==> src/rtl/square_input_conditioner.sv <==
// Button front end for the tic-tac-toe board: synchronizes and debounces twelve
// raw buttons, emits one-cycle press pulses and arbitrates one square at a time.

module square_input_debounce #(
    parameter int DEBOUNCE_CYCLES = 1000000,
    parameter int CNT_W           = 20
) (
    input  logic clk,
    input  logic reset,
    input  logic raw,
    output logic stab,
    output logic press
);

    localparam logic [CNT_W-1:0] CNT_LAST = CNT_W'(DEBOUNCE_CYCLES - 1);

    logic             sync_p0;
    logic             sync_p1;
    logic [CNT_W-1:0] cnt;
    logic             stab_p2;
    logic             stab_prev;

    // synchronizer: two flops against metastability on the raw input
    always_ff @(posedge clk or negedge reset) begin
        if (!reset) begin
            sync_p0 <= 1'b0;
            sync_p1 <= 1'b0;
        end else begin
            sync_p0 <= raw;
            sync_p1 <= sync_p0;
        end
    end

    // debounce: level accepted only after it has differed for DEBOUNCE_CYCLES cycles
    always_ff @(posedge clk or negedge reset) begin
        if (!reset) begin
            cnt     <= '0;
            stab_p2 <= 1'b0;
        end else if (sync_p1 == stab_p2) begin
            cnt <= '0;
        end else if (cnt == CNT_LAST) begin
            stab_p2 <= sync_p1;
            cnt     <= '0;
        end else begin
            cnt <= cnt + CNT_W'(1);
        end
    end

    // edge detect: previous debounced level for rising-edge recognition
    always_ff @(posedge clk or negedge reset) begin
        if (!reset) begin
            stab_prev <= 1'b0;
        end else begin
            stab_prev <= stab_p2;
        end
    end

    assign stab  = stab_p2;
    assign press = stab_p2 & ~stab_prev;

endmodule

module square_input_conditioner #(
    parameter int DEBOUNCE_CYCLES = 1000000,
    parameter int CNT_W           = 20
) (
    input  logic       clk_100MHz,
    input  logic       reset,
    input  logic [8:0] btn_cuadro,
    input  logic       btn_erase,
    input  logic       btn_restart,
    input  logic       btn_random,
    output logic [8:0] cuadro,
    output logic       erase,
    output logic       restart,
    output logic       randomClick,
    output logic [1:0] sq_state
);

    typedef enum logic [1:0] {
        IDLE    = 2'd0,
        HELD    = 2'd1,
        BLOCKED = 2'd2
    } sq_state_t;

    function automatic logic [3:0] count_ones(input logic [8:0] v);
        logic [3:0] n;
        n = '0;
        for (int i = 0; i < 9; i++) begin
            n = n + {3'b000, v[i]};
        end
        return n;
    endfunction

    // bits 8:0 squares, 9 erase, 10 restart, 11 random
    logic [11:0] raw;
    logic [11:0] stab;
    logic [11:0] press;

    assign raw = {btn_random, btn_restart, btn_erase, btn_cuadro};

    for (genvar g = 0; g < 12; g++) begin : g_line
        square_input_debounce #(
            .DEBOUNCE_CYCLES(DEBOUNCE_CYCLES),
            .CNT_W          (CNT_W)
        ) u_line (
            .clk  (clk_100MHz),
            .reset(reset),
            .raw  (raw[g]),
            .stab (stab[g]),
            .press(press[g])
        );
    end

    sq_state_t  state;
    sq_state_t  state_next;
    logic [8:0] sq_pulse;
    logic [3:0] nsq;
    logic [3:0] nev;
    logic       ctrl_prio;

    assign nsq       = count_ones(stab[8:0]);
    assign nev       = count_ones(press[8:0]);
    assign ctrl_prio = press[9] | press[10];

    always_ff @(posedge clk_100MHz or negedge reset) begin
        if (!reset) begin
            state <= IDLE;
        end else begin
            state <= state_next;
        end
    end

    // a square press claimed during an erase/restart is still consumed (HELD)
    always_comb begin
        state_next = state;
        sq_pulse   = '0;
        case (state)
            IDLE: begin
                if (nev == 4'd1 && nsq == 4'd1) begin
                    state_next = HELD;
                    if (!ctrl_prio) begin
                        sq_pulse = press[8:0];
                    end
                end else if (nsq >= 4'd2) begin
                    state_next = BLOCKED;
                end
            end
            HELD, BLOCKED: begin
                if (nsq == 4'd0) begin
                    state_next = IDLE;
                end
            end
            default: state_next = IDLE;
        endcase
    end

    // output stage: every pulse leaves from a flop
    always_ff @(posedge clk_100MHz or negedge reset) begin
        if (!reset) begin
            cuadro      <= '0;
            erase       <= 1'b0;
            restart     <= 1'b0;
            randomClick <= 1'b0;
        end else begin
            cuadro      <= sq_pulse;
            erase       <= press[9];
            restart     <= press[10];
            randomClick <= press[11];
        end
    end

    assign sq_state = state;

endmodule

==> config.mk <==
export PLATFORM = sky130hd
export DESIGN_NAME = square_input_conditioner
export DESIGN_NICKNAME = d
export VERILOG_FILES = /design/src/rtl/square_input_conditioner.sv
export SDC_FILE = /design/constraint.sdc
export NUM_CORES = 1
export LEC_CHECK = 0
export ABC_AREA = 1
export CORE_ASPECT_RATIO = 1.5
export CORE_UTILIZATION = 24
export CTS_CLUSTER_SIZE = 25
export DETAILED_ROUTE_END_ITERATION = 16
export HOLD_SLACK_MARGIN = 0.05
export PLACE_DENSITY_LB_ADDON = 0.2
export SLEW_MARGIN = 20
export SYNTH_ARGS = -nofsm -noshare
export SYNTH_HDL_FRONTEND = slang
export SYNTH_HIERARCHICAL = 1
export SYNTH_SLANG_ARGS = --single-unit
==> constraint.sdc <==
create_clock -name clk_100MHz -period 5 [get_ports clk_100MHz]
set_input_delay 1 -clock clk_100MHz [delete_from_list [all_inputs] [get_ports clk_100MHz]]
set_output_delay 1 -clock clk_100MHz [all_outputs]
set_load 0.03 [all_outputs]
==> impl_metrics.env <==
export IMPL_status="completed"
export IMPL_nNetsFinal=2166
export IMPL_clock_path_buffers=3
export IMPL_combPwrFrac_pct=2.9
export IMPL_endpoint_kind="register"
export IMPL_netlist_instances=2058
export IMPL_root_buffer="clkbuf_16"
export IMPL_dieWidth_um=216
export IMPL_layout_drive_gt1_share_pct=13.9
export IMPL_clkPwrFrac_pct=51.8
export IMPL_drt_iter0_markers=611
export IMPL_drt_pre_antenna_iters=5
export IMPL_finalInstanceArea_um2=19200
export IMPL_vias=13000
export IMPL_multiInputGateArea_um2=8100
export IMPL_cp_top_family="adder cells"
export IMPL_grt_pass1_wl_mm=67.3
export IMPL_maxCapViolations=0
export IMPL_finalCritPeriodShare_pct=75.6
export IMPL_fmax_ghz=0.264
export IMPL_instances_no_fill=3043
export IMPL_r2r_setup_slack_ns=1.22
export IMPL_routed_wl_mm=39.0
export IMPL_routabilityCongestion=0.849
export IMPL_crit_slowest_cell="fa_1"
export IMPL_busiest_layer="met2"
export IMPL_grt_max_degree=102
export IMPL_rsz0062_at_grt="no"
export IMPL_cpPeakStageDelay_ns=0.49
export IMPL_synth_cell_area_um2=16500
export IMPL_cts_tree="built"
export IMPL_ys_warn_count=6
export IMPL_detail_route_drc_violations=0
export IMPL_numPortBuffers=27
export IMPL_switchingPower_mw=1.23
export IMPL_worst_slack_ns=1.22
export IMPL_p_leak_nw=7.97
export IMPL_worst_ep_arrival_time_ns=4.27
export IMPL_synth_edf_count=0
export IMPL_syn_mean_instance_area_um2=8.02
export IMPL_post_cts_resize_count=0
export IMPL_finalHoldViolCount=0
export IMPL_routedWlPerCell_um=12.8
export IMPL_seqPwrFrac_pct=45.3
export IMPL_insertedDiodeCount=0
export IMPL_slew_headroom_pct=45.7
export IMPL_die_area_um2=69800
export IMPL_clock_latency_ns=0.55
export IMPL_ys_flop_type="dfrtp_1"
export IMPL_finalCoreUtilization_pct=28.3
export IMPL_grt_ovfl_total=0
export IMPL_register_area_um2=7560
export IMPL_clkSlewWorstSetupHoldPaths_ns=0.06
export IMPL_cp_data_required_time_ns=5.49
export IMPL_slew_violations=0
export IMPL_fp_dieH_um=323
export IMPL_cts_hold_buf=0
export IMPL_track_usage_pct=11.7
export IMPL_p_sw_share_pct=22.3
export IMPL_io_pins=28
export IMPL_ys_seq_area_share_pct=45.8
export IMPL_antenna_found_initial=0
export IMPL_power_density_nw_per_um2=287
export IMPL_grt_util_met2_pct=22.2
export IMPL_timing_critical_path_buf_inv=5
export IMPL_hp_class="reg -> reg"
export IMPL_p_int_mw=4.29
export IMPL_grt_pass1_vias=13700
export IMPL_start_util_pct=24.3
export IMPL_post_cts_buffers=0
export IMPL_synth_seq_cells=302
export IMPL_crit_top_cell="nand2_1"
export IMPL_core_um2=67900
export IMPL_fin_setup_tns_ns=0
export IMPL_use_met3_pct=1.91
export IMPL_clock_sinks=302
export IMPL_setup_viol=0
export IMPL_crit_chain="inv_1, nor2_1, fa_1, inv_1, fa_1, fa_1, inv_1, fa_1, inv_1, fa_1, nand2_1, inv_1, nand2_1, nor2_4, nand2_1, nand4_1, nand2_1, nand2_1, nand2_1"
export IMPL_grt_use_met1_pct=12.7
export IMPL_syn_nets=2099
export IMPL_placed_cell_area_um2=17900
export IMPL_max_vdd_ir_drop_v=0.000191
export IMPL_cts_max_level=2
export IMPL_antenna_left=0
export IMPL_n_fill_cell=7408
export IMPL_rows=117
export IMPL_critPathKind="reg -> reg"
export IMPL_final_cell_mix="484 x nor2_1, 329 x nand2_1, 302 x dfrtp_1, 212 x inv_1, 147 x nand3_1"
export IMPL_cp_start_kind="register"
export IMPL_synth_async_sr_flop_share_pct=100
export IMPL_dp_hpwl_mm=28.9
export IMPL_cts_made_buffers=36
export IMPL_clock_skew_ns=0.0177
export IMPL_final_common_cell="nor2_1"
export IMPL_cp_max_fo=4
export IMPL_via_per_inst=4.28
export IMPL_area_growth_syn_to_layout_pct=16.4
export IMPL_dp_slack_ns=1.20
export IMPL_dp_cells=2979
export IMPL_worstMarginPinSlew_ns=0.814
export IMPL_yosys_cell_types_count=27
export IMPL_finalCriticalPeriod_ns=3.78
-- per-stage QoR --
step | power (mW) | hold slack, ns
2_1_floorplan | 2.61 | 0.331
3_3_place_gp | 2.71 | 0.333
3_5_place_dp | 2.72 | 0.337
4_1_cts | 5.67 | 0.349
5_1_grt | 5.77 | 0.357
6_report | 5.52 | 0.345
-- cell families (layout without fill, tap and decap cells) --
group / count (synthesis) / after routing / share of synthesized area (%)
DFF: 302 / 302 / 45.8
and+or+nand+nor: 1300 / 1300 / 37.1
xor gates and xnor gates: 120 / 120 / 6.91
AOI/OAI and AO/OA: 84 / 84 / 2.55
buffers and inverters: 225 / 318 / 5.13
adders and majority gates: 27 / 27 / 2.50
-- per-layer routing --
layer	part of all wire, %	up-vias
met5	0	-
met4	3.3	0
met3	2.9	79
met2	53	144
met1	41	6180
li1	-	6612
-- area by class of cell --
cell class | instances | share of cell area (%)
Multi-Input combinational cell | 1531 | 42.2
Sequential cell | 302 | 39.3
Tap cell | 892 | 5.81
Clock buffer | 50 | 5.44
Inverter | 224 | 4.38
Timing Repair Buffer | 30 | 1.68
Clock inverter | 14 | 1.22
-- flip-flops by register name (all words and copies together), names as in the netlist --
register                 cells
g_line.u_line/stab_prev     12
erase                        1
g_line.u_line/cnt          240
g_line.u_line/stab          12
g_line.u_line/sync_p0       12
cuadro                       9
randomClick                  1
sq_state                     2
g_line.u_line/sync_p1       12
restart                      1
-- power groups by stage --
stage	registers [mW]	logic, mW	clock network [mW]
finish	2.50	0.159	2.86
CTS	2.50	0.170	3.00
detailed placement	2.55	0.169	0
floorplan	2.54	0.0733	0
global placement	2.55	0.167	0
global route	2.51	0.190	3.08
-- cell usage after synthesis (12+ instances only) --
| cell | number | area share [%] |
|---|---|---|
| a21oi_1 | 36 | 1.1 |
| inv_1 | 212 | 4.8 |
| ha_1 | 17 | 1.3 |
| nor3_1 | 40 | 1.2 |
| nand4_1 | 50 | 1.9 |
| o21ai_1 | 24 | 0.73 |
| xor2_1 | 84 | 4.5 |
| or2_1 | 13 | 0.49 |
| nor2_4 | 13 | 0.89 |
| inv_2 | 12 | 0.27 |
| nor3b_1 | 12 | 0.55 |
| nand2_1 | 329 | 7.5 |
| nand3_1 | 147 | 4.5 |
| nand3b_1 | 12 | 0.55 |
| nand2_2 | 61 | 2.3 |
| dfrtp_1 | 302 | 46 |
| nor2_1 | 484 | 11 |
| o21ai_0 | 24 | 0.73 |
| nor3b_2 | 17 | 1.3 |
| nor2_2 | 108 | 4.1 |
| xor2_2 | 12 | 1.2 |
| xnor2_1 | 24 | 1.3 |
| nand3_2 | 12 | 0.73 |
-- final timing paths --
path,start,to,depth (start not counted)
min in group asynchronous,reset,g_line[4].u_line/cnt[0]$_DFF_PN0_,1
max,g_line[1].u_line/stab$_DFFE_PN0P_,sq_state[0]$_DFFE_PN0P_,19
min reg2reg,g_line[10].u_line/sync_p0$_DFF_PN0_,g_line[10].u_line/sync_p1$_DFF_PN0_,0
max in group asynchronous,reset,g_line[10].u_line/cnt[18]$_DFF_PN0_,2
min,g_line[10].u_line/sync_p0$_DFF_PN0_,g_line[10].u_line/sync_p1$_DFF_PN0_,0
max reg2reg,g_line[1].u_line/stab$_DFFE_PN0P_,sq_state[0]$_DFFE_PN0P_,19
Power figures use the tool's default switching activity.
